## src/rtl/keypad_scanner.sv

```systemverilog
// keypad_scanner
//   Scans a 4x4 hex matrix keypad (Pmod KYPD style). One row is driven low at
//   a time. The synchronized column lines are sampled at the end of each row
//   period. At the end of every full sweep the sweep is classified as NONE,
//   SINGLE(key) or MULTI, and a debounce FSM turns that classification into
//   exactly one validated key event per press. Each accepted key code shifts
//   into value_out, which a seven-segment display driver consumes directly.
//
// Ports
//   clk_in         in   1      system clock
//   rst_low_in     in   1      asynchronous, active-low reset
//   col_in         in   4      column lines, active-low, asynchronous to clk_in
//   clear_in       in   1      synchronous clear of value_out
//   row_out        out  4      row drives, active-low, one-hot-low
//   key_code_out   out  4      hex code of the last accepted key
//   key_valid_out  out  1      one-cycle pulse when a key is accepted
//   key_held_out   out  1      high until the accepted key has debounced its release
//   value_out      out  WIDTH  accepted key codes, newest nibble in [3:0]

module keypad_scanner #(
    parameter int CLK_PERIOD     = 10,
    parameter int SCAN_RATE      = 1000,
    parameter int DEBOUNCE_SCANS = 4,
    parameter int WIDTH          = 32
) (
    input  logic             clk_in,
    input  logic             rst_low_in,
    input  logic [3:0]       col_in,
    input  logic             clear_in,
    output logic [3:0]       row_out,
    output logic [3:0]       key_code_out,
    output logic             key_valid_out,
    output logic             key_held_out,
    output logic [WIDTH-1:0] value_out
);

    localparam int ROW_CLKS = (1000000000 / SCAN_RATE) / 4 / CLK_PERIOD;
    localparam int CNT_W    = $clog2(ROW_CLKS);
    localparam int DB_W     = $clog2(DEBOUNCE_SCANS + 1);

    localparam logic [CNT_W-1:0] ROW_LAST = CNT_W'(ROW_CLKS - 1);
    localparam logic [DB_W-1:0]  DB_PRE   = DB_W'(DEBOUNCE_SCANS - 1);
    localparam logic [DB_W-1:0]  DB_FULL  = DB_W'(DEBOUNCE_SCANS);

    typedef enum logic [1:0] {
        IDLE       = 2'd0,
        PRESS_DB   = 2'd1,
        HELD       = 2'd2,
        RELEASE_DB = 2'd3
    } state_t;

    // Hex legend of the keypad, col0 is the leftmost column.
    function automatic logic [3:0] keymap(input logic [1:0] r, input logic [1:0] c);
        logic [3:0] k;
        case ({r, c})
            4'b00_00: k = 4'h1;
            4'b00_01: k = 4'h2;
            4'b00_10: k = 4'h3;
            4'b00_11: k = 4'hA;
            4'b01_00: k = 4'h4;
            4'b01_01: k = 4'h5;
            4'b01_10: k = 4'h6;
            4'b01_11: k = 4'hB;
            4'b10_00: k = 4'h7;
            4'b10_01: k = 4'h8;
            4'b10_10: k = 4'h9;
            4'b10_11: k = 4'hC;
            4'b11_00: k = 4'h0;
            4'b11_01: k = 4'hF;
            4'b11_10: k = 4'hE;
            default:  k = 4'hD;
        endcase
        return k;
    endfunction

    function automatic logic [2:0] count_low(input logic [3:0] v);
        return {2'b00, v[0]} + {2'b00, v[1]} + {2'b00, v[2]} + {2'b00, v[3]};
    endfunction

    function automatic logic [1:0] first_low(input logic [3:0] v);
        logic [1:0] idx;
        if (v[0])      idx = 2'd0;
        else if (v[1]) idx = 2'd1;
        else if (v[2]) idx = 2'd2;
        else           idx = 2'd3;
        return idx;
    endfunction

    // Synchronizer, scan counters and sweep accumulator
    logic [3:0]       sync1_q, sync2_q;
    logic [CNT_W-1:0] clk_cnt_q;
    logic [1:0]       row_idx_q;
    logic [3:0]       row_q;
    logic [1:0]       hits_q;      // low columns seen so far this sweep, saturates at 2
    logic [3:0]       hit_key_q;   // key of the single hit, if there was one

    logic             row_last, sweep_end;
    logic [3:0]       lows;
    logic [2:0]       row_hits, hit_sum;
    logic [1:0]       hits_total;
    logic [3:0]       row_key, key_total;
    logic             sweep_none, sweep_single;

    always_comb begin
        row_last   = (clk_cnt_q == ROW_LAST);
        sweep_end  = row_last && (row_idx_q == 2'd3);
        lows       = ~sync2_q;
        row_hits   = count_low(lows);
        row_key    = keymap(row_idx_q, first_low(lows));
        hit_sum    = {1'b0, hits_q} + row_hits;
        hits_total = (hit_sum >= 3'd2) ? 2'd2 : hit_sum[1:0];
        // When the total is exactly one, the hit came either from this row
        // or from an earlier one; pick whichever source saw it.
        key_total  = (row_hits == 3'd1) ? row_key : hit_key_q;
        sweep_none   = sweep_end && (hits_total == 2'd0);
        sweep_single = sweep_end && (hits_total == 2'd1);
    end

    always_ff @(posedge clk_in or negedge rst_low_in) begin
        if (!rst_low_in) begin
            sync1_q   <= 4'hF;
            sync2_q   <= 4'hF;
            clk_cnt_q <= '0;
            row_idx_q <= 2'd0;
            row_q     <= 4'b1110;
            hits_q    <= 2'd0;
            hit_key_q <= 4'h0;
        end else begin
            sync1_q <= col_in;
            sync2_q <= sync1_q;
            if (row_last) begin
                clk_cnt_q <= '0;
                row_idx_q <= row_idx_q + 2'd1;
                row_q     <= {row_q[2:0], row_q[3]};
                hits_q    <= sweep_end ? 2'd0 : hits_total;
                hit_key_q <= sweep_end ? 4'h0 : key_total;
            end else begin
                clk_cnt_q <= clk_cnt_q + CNT_W'(1);
            end
        end
    end

    assign row_out = row_q;

    // Debounce FSM: state register
    state_t          state_q, state_d;
    logic [3:0]      cand_q, cand_d;
    logic [DB_W-1:0] db_cnt_q, db_cnt_d;
    logic            accept;

    always_ff @(posedge clk_in or negedge rst_low_in) begin
        if (!rst_low_in) begin
            state_q  <= IDLE;
            cand_q   <= 4'h0;
            db_cnt_q <= '0;
        end else begin
            state_q  <= state_d;
            cand_q   <= cand_d;
            db_cnt_q <= db_cnt_d;
        end
    end

    // Debounce FSM: next state, only moves at sweep end
    always_comb begin
        state_d  = state_q;
        cand_d   = cand_q;
        db_cnt_d = db_cnt_q;
        accept   = 1'b0;
        if (sweep_end) begin
            case (state_q)
                IDLE: begin
                    if (sweep_single) begin
                        state_d  = PRESS_DB;
                        cand_d   = key_total;
                        db_cnt_d = DB_W'(1);
                    end
                end
                PRESS_DB: begin
                    if (sweep_single && (key_total == cand_q)) begin
                        if (db_cnt_q == DB_PRE) begin
                            accept   = 1'b1;
                            state_d  = HELD;
                            db_cnt_d = DB_FULL;
                        end else begin
                            db_cnt_d = db_cnt_q + DB_W'(1);
                        end
                    end else if (sweep_single) begin
                        cand_d   = key_total;
                        db_cnt_d = DB_W'(1);
                    end else begin
                        state_d  = IDLE;
                        db_cnt_d = '0;
                    end
                end
                HELD: begin
                    if (sweep_none) begin
                        state_d  = RELEASE_DB;
                        db_cnt_d = DB_W'(1);
                    end
                end
                default: begin
                    if (sweep_none) begin
                        if (db_cnt_q == DB_PRE) begin
                            state_d  = IDLE;
                            db_cnt_d = '0;
                        end else begin
                            db_cnt_d = db_cnt_q + DB_W'(1);
                        end
                    end else begin
                        state_d = HELD;
                    end
                end
            endcase
        end
    end

    // Debounce FSM: outputs
    always_comb begin
        key_held_out = (state_q == HELD) || (state_q == RELEASE_DB);
    end

    // Accept actions, registered
    logic             valid_q;
    logic [3:0]       code_q, code_d;
    logic [WIDTH-1:0] value_q, value_d, value_base;

    always_comb begin
        code_d     = accept ? cand_q : code_q;
        // A clear coinciding with an accept keeps only the new nibble.
        value_base = clear_in ? '0 : value_q;
        value_d    = accept ? ((value_base << 4) | WIDTH'(cand_q)) : value_base;
    end

    always_ff @(posedge clk_in or negedge rst_low_in) begin
        if (!rst_low_in) begin
            valid_q <= 1'b0;
            code_q  <= 4'h0;
            value_q <= '0;
        end else begin
            valid_q <= accept;
            code_q  <= code_d;
            value_q <= value_d;
        end
    end

    assign key_valid_out = valid_q;
    assign key_code_out  = code_q;
    assign value_out     = value_q;

endmodule

```

## config.mk

```make
export PLATFORM = sky130hd
export DESIGN_NAME = keypad_scanner
export DESIGN_NICKNAME = d
export VERILOG_FILES = /design/src/rtl/keypad_scanner.sv
export SDC_FILE = /design/constraint.sdc
export NUM_CORES = 1
export LEC_CHECK = 0
export CAP_MARGIN = 20
export CORE_UTILIZATION = 40
export CTS_BUF_LIST = sky130_fd_sc_hd__clkbuf_4 sky130_fd_sc_hd__clkbuf_8 sky130_fd_sc_hd__clkbuf_16
export DETAILED_ROUTE_END_ITERATION = 16
export PLACE_DENSITY = 0.69
export SLEW_MARGIN = 20
export SYNTH_ARGS = -nofsm -noshare
export SYNTH_HDL_FRONTEND = slang
export SYNTH_SLANG_ARGS = --single-unit
```

## constraint.sdc

```tcl
create_clock -name clk_in -period 7.6 [get_ports clk_in]
set_clock_uncertainty 0.05 [all_clocks]
set_input_delay 1.52 -clock clk_in [delete_from_list [all_inputs] [get_ports clk_in]]
set_output_delay 1.52 -clock clk_in [all_outputs]
set_load 0.03 [all_outputs]
```

==> reports/qor.txt <==
drt total wl: 7.09 mm
DR iter-0 viols: 69
pin count of the biggest net entering global routing: 82
Syn Area/Cell: 11.2 um^2
FF-to-FF setup slack: 3.37 ns
Row Count: 36
setup bufs post-CTS: 0
asr flop ratio synth: 100%
share of post-route cells with drive strength above 1: 12.0%
max_cap viols: 0
biggest area consumer among synthesized cells: dfrtp_1
Setup crit end kind: register
register area share after synthesis: 51.1%
width of the chip: 102 um
Max IR drop VDD: 0.122 mV
post-cts gate resize count: 0
ANT nets after route: 0
vias per std cell: 4.85
CTS root buffer: clkbuf_8
drt drc: 0
Worst Path Required: 7.80 ns
Yosys top cell area share: 43.9%
PD cells: 168 mW/mm^2
final max-slew violation count: 0
Detailed Routing Iterations Pass 1: 4
H-Tree Depth: 3
HPWL after DPL: 5.01 mm
gpl congestion: 0.776
clk sink count: 81
Synth area leaders: dfrtp_1 (44%), mux2i_1 (7.5%), dfstp_2 (7.2%)
RSZ-0062 raised after global routing: false
slew of the pin with the lowest slew margin: 0.810 ns
critical path type: register to register
DR vias: 2,629
Post-Synthesis Cells: 356
syn_nets: 382
port bufs: 48
setup tns final: 0 ns
drt wl/cell: 13.1 um
synth unique cells: 51
Total Routing Usage GR: 15.1%
Tot Pwr: 0.799 mW
initial antenna violation count: 0
Leak: 1.99 nW
clk slew on worst S/H paths: 0.08 ns
Core ar.: 0.00973 mm^2
I/O pins: 49
TritonCTS buffer count: 9
fmax: 236 MHz
P&R area growth vs syn: 19.2%
HP Class: register to register
final hold violations: 0
Post-synth EDFFs: 0
die height: 102 um
ys flop type: dfrtp_1
final worst path period share: 55.7%
Final min period: 4.23 ns
Skew-Pair Late Insertion Delay: 0.34 ns
flops & latches, synth: 81
hold buffers post-CTS: 0
Clock Tree Buf Depth: 2
overflow left after global routing: 0
crit path DAT: 4.43 ns
TritonCTS clock tree: built
Final Setup Violations: 0
worst-path maximum fanout: 36
dpl cell area: 0.00456 mm^2
Initial Util: 41.0%
relative slew slack: 45.8%
outcome: complete, no violations
antenna fix cells: 0
final net count: 430
Post-Syn Area: 0.00399 mm^2
CP startpoint kind: register
cell area after layout: 0.00476 mm^2
synth warn: 0
vias in the first global route: 2,694
global-route wire length before repair: 12.3 mm
die area: 0.0104 mm^2
==> placed cells by master (no fill, tap or decap), drive strengths merged, types with 2 or more instances in the layout <==
master,n
nand4,5
nor2,18
fa,2
inv,20
or3,4
xor2,7
nand2b,34
a211oi,2
nor4b,2
dfstp,11
nor3b,3
clkdlybuf4s50,47
mux2i,31
a21oi,5
o21ai,17
or3b,2
and4bb,2
and2,3
a21o,2
ha,17
nand3,8
xnor2,10
clkbuf,10
o31ai,7
nor3,6
clkinv,2
clkinvlp,2
buf,2
dfrtp,70
nand2,43
==> synthesized netlist by cell type (2+ instances only) <==
cell type,number
fa_1,2
o21ai_1,4
o31ai_1,7
nand3_1,8
o21ai_0,13
a21o_1,2
a21oi_1,4
nor3b_2,2
and4bb_2,2
nand2_1,43
buf_12,2
or3b_4,2
inv_1,19
nor4b_2,2
and2_1,3
nand4_1,4
ha_1,17
xnor2_1,10
mux2i_1,30
nor3_1,6
clkbuf_1,8
dfstp_2,11
nand2b_1,34
or3_1,3
nor2_1,17
xor2_1,7
dfrtp_1,70
==> metrics by stage <==
| step | std cells | hold WS (ns) | worst slack [ns] | utilization (%) |
|---|---|---|---|---|
| 2_1_floorplan | 356 | 0.295 | 3.76 | - |
| 3_3_place_gp | 526 | 0.297 | 3.44 | 46.8 |
| 3_5_place_dp | 526 | 0.297 | 3.40 | 46.8 |
| 4_1_cts | 542 | 0.309 | 3.38 | 48.9 |
| 5_1_grt | 542 | 0.311 | 3.14 | 48.9 |
| 6_report | 542 | 0.307 | 3.37 | 48.9 |
==> logic make-up after synthesis <==
logic type	after synthesis	synth area share [%]
and+or+nand+nor	135	19.0
AOI/OAI and AO/OA	40	6.74
buffers and inverters	31	4.20
xor gates and xnor gates	17	3.73
muxes	33	8.93
DFF	81	51.1
adders and majority gates	19	6.33
==> cell type report <==
type	count	area, um^2
Sequential cell	81	2040
Inverter	19	71.3
Tap cell	133	166
Clock buffer	10	131
Fill cell	879	4970
Timing Repair Buffer	49	489
Multi-Input combinational cell	244	1790
Clock inverter	6	67.6
==> power breakdown <==
group / internal, mW / switching, mW
logic: 0.0213 / 0.0332
registers: 0.435 / 0.000928
clock network: 0.157 / 0.153
==> worst paths after layout <==
check	from	to	depth (start not counted)
max in group asynchronous	rst_low_in	row_out[0]	1
setup reg to reg	sync2_q[0]	value_out[23]	12
setup / recovery	sync2_q[0]	value_out[23]	12
hold reg to reg	sync1_q[3]	sync2_q[3]	0
hold / removal	sync1_q[3]	sync2_q[3]	0
min in group asynchronous	rst_low_in	value_out[24]	1
==> worst max-delay path: stages (launching register included) <==
cell	delay, ns
dfstp_2	0.56
inv_1	0.07
fa_1	0.48
ha_1	0.20
ha_1	0.33
fa_1	0.41
xor2_1	0.17
or3b_4	0.41
or3_4	0.40
nor2_1	0.09
nor4b_4	0.19
buf_4	0.48
mux2i_1	0.29
==> routing by layer <==
layer	up-vias	wire length, um	track usage (%)
met2	56	3370	25.0
li1	1299	-	-
met3	6	259	2.87
met4	0	62	5.38
met1	1268	3390	19.9
met5	-	0	0
==> sequential cells by signal, summed over array words and instances, names as in the netlist <==
register / flops
sync1_q: 4
sync2_q: 4
key_code_out: 4
key_valid_out: 1
db_cnt_q: 3
state_q: 2
cand_q: 4
value_out: 32
clk_cnt_q: 15
hits_q: 2
hit_key_q: 4
row_out: 4
row_idx_q: 2
Power figures use the tool's default switching activity.
